<file path="src/rtl/hex_rot_pkg.sv">
// Shared types and helpers for the rotating-display rotation controller.
//   rot_state_t : controller FSM states
//   ROT_W       : width of the rotation bus fed to every shifter stage
//   rot_next()  : one rotation step, wrapping mod 4 in either direction
package hex_rot_pkg;

  localparam int ROT_W = 2;
  localparam logic [ROT_W-1:0] ROT_ONE = ROT_W'(1);

  typedef enum logic {
    PAUSED  = 1'b0,
    RUNNING = 1'b1
  } rot_state_t;

  // dir = 0 steps up, dir = 1 steps down; natural 2-bit wrap gives 3->0 and 0->3
  function automatic logic [ROT_W-1:0] rot_next(input logic [ROT_W-1:0] rot,
                                                input logic             dir);
    return dir ? (rot - ROT_ONE) : (rot + ROT_ONE);
  endfunction

endpackage

</file>
<file path="src/rtl/key_debounce.sv">
// Pushbutton conditioner: 2-FF synchroniser, stability debounce and press-edge pulse.
//   CLOCK_50    in  : sole clock
//   RESET       in  : synchronous active-high reset (button seen as released)
//   key_n       in  : raw active-low pushbutton, asynchronous and bouncy
//   press_pulse out : registered one-cycle strobe on each accepted press
module key_debounce #(
  parameter int DB_CYCLES = 1_000_000
) (
  input  logic CLOCK_50,
  input  logic RESET,
  input  logic key_n,
  output logic press_pulse
);

  localparam int CW = $clog2(DB_CYCLES);
  localparam logic [CW-1:0] DB_LAST = CW'(DB_CYCLES - 1);

  logic          s1;
  logic          s2;
  logic          db_lvl;
  logic          db_lvl_d;
  logic [CW-1:0] db_cnt;

  always_ff @(posedge CLOCK_50) begin
    if (RESET) begin
      s1          <= 1'b1;
      s2          <= 1'b1;
      db_lvl      <= 1'b1;
      db_lvl_d    <= 1'b1;
      db_cnt      <= '0;
      press_pulse <= 1'b0;
    end else begin
      s1       <= key_n;
      s2       <= s1;
      db_lvl_d <= db_lvl;
      // any cycle that agrees with the accepted level restarts the stability window
      if (s2 != db_lvl) begin
        if (db_cnt == DB_LAST) begin
          db_lvl <= s2;
          db_cnt <= '0;
        end else begin
          db_cnt <= db_cnt + CW'(1);
        end
      end else begin
        db_cnt <= '0;
      end
      // falling edge of the debounced level only; release is ignored
      press_pulse <= db_lvl_d & ~db_lvl;
    end
  end

endmodule

</file>
<file path="src/rtl/rot_sel_ctrl.sv">
// Rotation-amount generator for the 4-digit rotating display. Advances rot once per
// TICK_DIV clocks while running, or once per debounced button press, in the
// direction selected by dir.
//   CLOCK_50 in  : sole clock
//   RESET    in  : synchronous active-high reset
//   run_en   in  : 1 = auto-advance, 0 = paused
//   dir      in  : 0 = rot counts up, 1 = rot counts down (sampled at advance)
//   step_n   in  : raw active-low pushbutton
//   rot      out : rotation amount shared by all shifter stages
//   tick     out : high in the cycle rot holds a newly advanced value
//   running  out : high while in RUNNING
//
// state   | meaning
// PAUSED  | prescaler held at 0, only button presses advance rot
// RUNNING | prescaler counts 0..TICK_DIV-1, advance on terminal count or press
module rot_sel_ctrl
  import hex_rot_pkg::*;
#(
  parameter int TICK_DIV  = 50_000_000,
  parameter int DB_CYCLES = 1_000_000
) (
  input  logic             CLOCK_50,
  input  logic             RESET,
  input  logic             run_en,
  input  logic             dir,
  input  logic             step_n,
  output logic [ROT_W-1:0] rot,
  output logic             tick,
  output logic             running
);

  localparam int PW = $clog2(TICK_DIV);
  localparam logic [PW-1:0] PRE_LAST = PW'(TICK_DIV - 1);

  rot_state_t    state;
  rot_state_t    state_next;
  logic [PW-1:0] presc;
  logic [PW-1:0] presc_next;
  logic          step_pulse;
  logic          advance;

  key_debounce #(
    .DB_CYCLES (DB_CYCLES)
  ) u_key_debounce (
    .CLOCK_50    (CLOCK_50),
    .RESET       (RESET),
    .key_n       (step_n),
    .press_pulse (step_pulse)
  );

  always_comb begin
    state_next = state;
    presc_next = '0;
    advance    = step_pulse;
    case (state)
      PAUSED: begin
        if (run_en) state_next = RUNNING;
      end
      RUNNING: begin
        // terminal count still advances even if run_en drops on this edge
        if (presc == PRE_LAST) advance = 1'b1;
        if (!run_en) state_next = PAUSED;
      end
      default: state_next = PAUSED;
    endcase
    // prescaler only counts while staying in RUNNING; any advance restarts the period
    if (state == RUNNING && run_en && !advance) presc_next = presc + PW'(1);
  end

  always_ff @(posedge CLOCK_50) begin
    if (RESET) begin
      state <= PAUSED;
      presc <= '0;
      rot   <= '0;
      tick  <= 1'b0;
    end else begin
      state <= state_next;
      presc <= presc_next;
      tick  <= advance;
      if (advance) rot <= rot_next(rot, dir);
    end
  end

  assign running = (state == RUNNING);

endmodule

</file>
<file path="config.mk">
export PLATFORM = sky130hd
export DESIGN_NAME = rot_sel_ctrl
export DESIGN_NICKNAME = d
export VERILOG_FILES = /design/src/rtl/hex_rot_pkg.sv /design/src/rtl/key_debounce.sv /design/src/rtl/rot_sel_ctrl.sv
export SDC_FILE = /design/constraint.sdc
export NUM_CORES = 1
export LEC_CHECK = 0
export ABC_AREA = 0
export CAP_MARGIN = 20
export CORE_AREA = 4 4 83 85
export DETAILED_ROUTE_END_ITERATION = 8
export DIE_AREA = 0 0 87 89
export GPL_TIMING_DRIVEN = 1
export PLACE_DENSITY = 0.56
export SLEW_MARGIN = 20
export SYNTH_ARGS = -nofsm -noshare
export SYNTH_HDL_FRONTEND = slang
export SYNTH_SLANG_ARGS = --single-unit
export TNS_END_PERCENT = 100
</file>
<file path="constraint.sdc">
create_clock -name CLOCK_50 -period 2.15 [get_ports CLOCK_50]
set_clock_uncertainty 0.15 [all_clocks]
set_input_delay 0.43 -clock CLOCK_50 [delete_from_list [all_inputs] [get_ports CLOCK_50]]
set_output_delay 0.43 -clock CLOCK_50 [all_outputs]
set_load 0.05 [all_outputs]
</file>
# Word level (Yosys, flattened, before mapping)
# Cells that the tools add are included.
dict set report word_totals {
  register_bits 55
  input_bits 5
  output_inout_bits 4
  wordCells 31
}
dict set report classes {
  n_addsub 4
  eq_ne 3
  mux 4
  n_bitwise 4
  reduce_logical 6
}
# operator count
set ops {}
lappend ops {{adder 26 x 1 -> 26 bit, second input constant} 1}
lappend ops {{== test 26 bit, second input constant} 1}
lappend ops {{adder 20 x 1 -> 20 bit, second input constant} 1}
lappend ops {{== test 20 bit, second input constant} 1}
lappend ops {{two-way mux 1 bit} 3}
lappend ops {{inverter 1 bit} 3}
lappend ops {{OR reduction 3 bit} 1}
lappend ops {{adder 2 x 1 -> 2 bit, second input constant} 1}
lappend ops {{logical AND 1 bit} 2}
lappend ops {{two-way mux 2 bit} 1}
lappend ops {{AND reduction 2 bit} 1}
lappend ops {{OR reduction 2 bit} 1}
lappend ops {{subtractor 2 x 1 -> 2 bit, second input constant} 1}
lappend ops {{bitwise AND 1 bit} 1}
lappend ops {{zero test 1 bit} 1}
lappend ops {{!= test 1 bit} 1}

# Logic depth before layout (Yosys ltp)
dict set report depth {
  depth_word 7
  ltp_mapped 7
  ltp_nobuf 5
}

# By module
# Synthesis repeated with hierarchy kept, for this count alone.
dict set report hier_totals {
  cells_unflattened 267
  hier_area_um2 2384.8
}
# module n_inst cells_per_inst area_each_um2 seq_area_each_um2
set by_module_without_submodules {}
lappend by_module_without_submodules {rot_sel_ctrl 1 147 1303.8 600.6}
lappend by_module_without_submodules {key_debounce 1 120 1081.0 500.5}

# Least setup slack after synthesis
# No wires, ideal clock.
dict set report synth_timing {
  kind {reg-to-reg}
  from {register presc[0]}
  to {register rot[1]}
  setup_time_ns 0.121
  t_arrival_ns 1.800
  required_time_ns 1.879
  path_slack_ns 0.079
  stages_incl_launch_ff 7
  path_buffers 1
  synth_period_minus_slack_ns 2.071
  cell_sequence {dfxtp_1 > ha_1 > clkbuf_1 > nand2_1 > or4_1 > o21ai_0 > mux2_2}
}
dict set report synth_between {
  elab_chain_len 3
}
# item line_no
set synth_rtl {}
lappend synth_rtl {{start, declared} rot_sel_ctrl.sv:37} ;# logic [PW-1:0] presc;
lappend synth_rtl {{start signal, assigned} rot_sel_ctrl.sv:78} ;# presc <= presc_next;
lappend synth_rtl {{== test 26 bit} rot_sel_ctrl.sv:61} ;# if (presc == PRE_LAST) advance = 1'b1;
lappend synth_rtl {{two-way mux 1 bit} rot_sel_ctrl.sv:61}
lappend synth_rtl {{two-way mux 1 bit} rot_sel_ctrl.sv:55} ;# case (state)
lappend synth_rtl {{end signal, assigned} rot_sel_ctrl.sv:80} ;# if (advance) rot <= rot_next(rot, dir);
lappend synth_rtl {{end, declared} rot_sel_ctrl.sv:27} ;# output logic [ROT_W-1:0] rot,
# No other way between the ends.
# A chain may end at the register's enable or synchronous reset.

# Worst setup path in the final report
dict set report layout_timing {
  from {register state, in the netlist running}
  to {output running}
}
# item line_no
set layout_rtl {}
lappend layout_rtl {{start, declared} rot_sel_ctrl.sv:35} ;# rot_state_t state;
lappend layout_rtl {{start signal, assigned} rot_sel_ctrl.sv:77} ;# state <= state_next;
lappend layout_rtl {{end, declared} rot_sel_ctrl.sv:29} ;# output logic running
# No word-level cell between the ends.

==> metrics.log <==
[metrics] Top delay family on crit path: buffers and inverters
[metrics] main flop type after synthesis: sky130_fd_sc_hd__dfxtp_1
[metrics] leading cell types by total area after synthesis: sky130_fd_sc_hd__dfxtp_1, sky130_fd_sc_hd__nor2_1, sky130_fd_sc_hd__xor2_1, sky130_fd_sc_hd__xnor2_1, sky130_fd_sc_hd__a21oi_1
[metrics] endpoints failing hold: 0
[metrics] run status: finished clean
[metrics] final wirelength: 4530 µm
[metrics] Crit path arrival time: 1480 ps
[metrics] Post-Syn Nets: 282
[metrics] sequence of cells on the critical path: clkdlybuf4s50_1
[metrics] finished layout cell area: 2790 µm²
[metrics] FF+latch count, synth: between 50 and 60
[metrics] Die Wd: 87 µm
[metrics] H-Tree Depth: 2
[metrics] largest vdd supply drop: 0.392 mV
[metrics] highest net fanout along the worst path: 3
[metrics] overflow left after global routing: 0
[metrics] FF-to-FF path depth: 5
[metrics] leading cell type by number of instances after synthesis: sky130_fd_sc_hd__dfxtp_1
[metrics] number of global-route vias before repair: 1692
[metrics] overall routing resource usage: 12.7%
[metrics] post-synthesis share of cell area spent on xor and xnor gates: slightly below 10%
[metrics] Power Density: 629 nW/µm²
[metrics] time the final worst path needs with I/O delays and setup: 2060 ps
[metrics] critical path capture point type: primary output
[metrics] Die Area: 7740 µm²
[metrics] internal power contribution: 1390 µW
[metrics] number of warnings printed during yosys synthesis: 0
[metrics] net switching power: 365 µW
[metrics] final setup violation count: 0
[metrics] Slew headroom: between 60 and 70%
[metrics] Initial DRC Count: 79
[metrics] crit share post-route: 96.0%
[metrics] element type at the critical path start: flip-flop
[metrics] standard-cell rows: 29
[metrics] number of distinct library cells after synthesis: 38
[metrics] register clock-pin slew on the reported worst setup and hold paths: 100 ps
[metrics] most used standard cells in the synthesized netlist: sky130_fd_sc_hd__dfxtp_1, sky130_fd_sc_hd__nor2_1, sky130_fd_sc_hd__a21oi_1, sky130_fd_sc_hd__nand2_1
[metrics] maximum number of pins on one net before global-route repair: 26
[metrics] global-route wire length before repair: around 8000 µm
[metrics] initial antenna violation count: 0
[metrics] initial core utilization: 39.2%
[metrics] area grow syn2layout: 14.8%
[metrics] post-synth top area share: 45.3%
[metrics] gate count after technology mapping: 275
[metrics] share of post-route cells with drive strength above 1: between 10% and 20%
[metrics] Post-Syn Area per Cell: 8.84 µm²
[metrics] Max-cap violations: 0
[metrics] Crit Path Class: flip-flop to primary output
[metrics] WP data required: 1570 ps
[metrics] worst hold slack: about 270 ps
[metrics] HPWL after detailed placement: between 3000 and 4000 µm
[metrics] Clock Tree Buf Depth: 2
[metrics] final total negative setup slack: 0 ps
[metrics] Residual DRC: 0
[metrics] number of pins exceeding their max-slew limit in the final report: 0
[metrics] Post-synth EDFFs: 0
[metrics] count of buffer and inverter cells on the critical path: 1
[metrics] number of detailed-routing iterations run before antenna repair: 4
[metrics] Clock Tree Root: sky130_fd_sc_hd__clkbuf_8
[metrics] Buffers on Ports: 8
[metrics] cell depth of the worst setup path: 1
[metrics] TritonCTS clock tree: done
[metrics] Die H: 89 µm
[metrics] max frequency: 485 MHz
[metrics] class of the worst hold path: flip-flop to flip-flop
[metrics] share of synthesized area occupied by flip-flops and latches: 45.3%
[metrics] Final Util: around 45%
[metrics] detailed-route via count: 1920
[metrics] fraction of registers with async set/reset: 0%
[metrics] reported leakage power: just under 0.0009 µW
[metrics] setup repair after global routing missed its margin: false
[metrics] fraction of power consumed by sequential logic: approximately three fifths
[metrics] routed via count divided by cell count: 5.18
[metrics] clock buffer count from CTS: 5
[metrics] multiplexer share of the synthesized area: 0.926%
[metrics] switching portion of total power: 20.8%
[metrics] critical-path cell with the highest stage delay: sky130_fd_sc_hd__clkdlybuf4s50_1
[metrics] average routed wire per standard cell: ~12 µm
[metrics] Clock Sink Count: 55
[metrics] post-place instance area: 2670 µm²
[metrics] cts-stage hold buffer count: 0
[metrics] simple-gate share of the synthesized area: 30.4%
[metrics] antenna-violating nets left: 0
[metrics] Compound-Gate Fraction of Synth Area: 9.83%
[metrics] post-synthesis share of cell area spent on full adders, half adders and majority gates: under 10%
[metrics] number of filler cells placed in the layout: 631
[metrics] gp weighted congestion: 0.747
[metrics] clock insertion delay at the later pin of the skew report: about 310 ps
[metrics] power share of the combinational group: 1.9%
[metrics] area leader, netlist: sky130_fd_sc_hd__dfxtp_1
[metrics] dominant combinational cell family by area after synthesis: simple AND/OR/NAND/NOR gates
[metrics] number of cells traversed by the worst hold path: 2
[metrics] maximum single-stage delay on the critical path: 810 ps
[metrics] count of boundary I/O pins: 9
[metrics] count of nets after finishing: 300
[metrics] post-synthesis instance area: between 2000 and 2500 µm²
[metrics] Antenna diodes: 0
[metrics] core box area: 6200 µm²
[metrics] Worst Max-Slew Pin Slew: roughly 520 ps
[metrics] power share of the clock group: 39.7%
[repair_timing]
item | CTS | global route
resized for setup | 0 | 1
setup buffers | 0 | 0
setup endpoints to repair | 0 | 1
[final timing paths]
| kind | startpoint | endpoint | slack, ps |
|---|---|---|---|
| worst min register to register | u_key_debounce.db_lvl_d$_SDFF_PP1_ | u_key_debounce.press_pulse$_SDFF_PP0_ | 270 |
| worst min-delay path | u_key_debounce.db_lvl_d$_SDFF_PP1_ | u_key_debounce.press_pulse$_SDFF_PP0_ | 270 |
| worst max register to register | u_key_debounce.db_cnt[0]$_SDFF_PP0_ | u_key_debounce.db_cnt[18]$_SDFF_PP0_ | 110 |
| worst max-delay path | running$_SDFF_PP0_ | running | 90 |
[per-stage QoR]
stage / setup slack (ps) / power (µW) / instances
2_1_floorplan: 78.9 / 1060 / 275
3_3_place_gp: 141 / 1080 / 363
3_5_place_dp: 124 / 1080 / 363
4_1_cts: 3.87 / 1790 / 371
5_1_grt: 1.07 / 1840 / 371
6_report: 86.2 / 1760 / 371
[cells in the final DEF, fill, tap and decap left out, drive strengths merged, types with 7 or more instances in the layout]
master / synthesis / routed
nand3: 14 / 14
nand2: 17 / 17
buf: 5 / 13
o21ai: 11 / 11
dfxtp: 55 / 55
inv: 6 / 7
xor2: 14 / 14
nor2: 36 / 36
o31ai: 8 / 8
nand4: 15 / 15
or4: 11 / 11
or3: 8 / 8
xnor2: 13 / 13
clkdlybuf4s50: 0 / 7
a21oi: 17 / 17
[power by group through the flow]
| stage | registers [µW] | clock network (µW) | logic (µW) |
|---|---|---|---|
| 3_5_place_dp | 1050 | 0 | 34.1 |
| 4_1_cts | 1020 | 732 | 34.3 |
| 2_1_floorplan | 1050 | 0 | 14.1 |
| 3_3_place_gp | 1050 | 0 | 33.8 |
| 5_1_grt | 1030 | 781 | 36.7 |
| 6_report | 1020 | 698 | 33.8 |
[sequential cells by signal, indices dropped and copies added, names as in the netlist]
| register | flops |
|---|---|
| u_key_debounce.db_lvl | 1 |
| rot | 2 |
| presc | 26 |
| u_key_debounce.press_pulse | 1 |
| tick | 1 |
| running | 1 |
| u_key_debounce.db_lvl_d | 1 |
| u_key_debounce.s1 | 1 |
| u_key_debounce.s2 | 1 |
| u_key_debounce.db_cnt | 20 |
[layer usage]
metal  part of all wire, %  GRT usage (%)  vias up
li1                      -              -     1023
met1                    51           17.6      879
met2                    45           19.7       12
met3                   2.1           2.49        6
met4                   1.3           4.25        0
met5                     0              0        -
[layout make-up]
type	instances	area, µm²	area share (%)
flip-flops and latches	55	1100	39.5
multi-input cells	204	1260	45.2
inverters	6	22.5	0.807
well taps	77	96.3	3.45
repair buffers	21	193	6.91
clock inverters	3	47.5	1.70
clock buffers	5	68.8	2.47
[cell families (layout without fill, tap and decap cells)]
group                    Yosys count  in the layout
buffers and inverters             16             35
flip-flops                        55             55
multiplexers                       2              2
XOR/XNOR                          27             27
AO/OA/AOI/OAI                     40             40
adder cells (fa/ha/maj)            2              2
AND/OR/NAND/NOR                  133            133
Power figures use the tool's default switching activity.
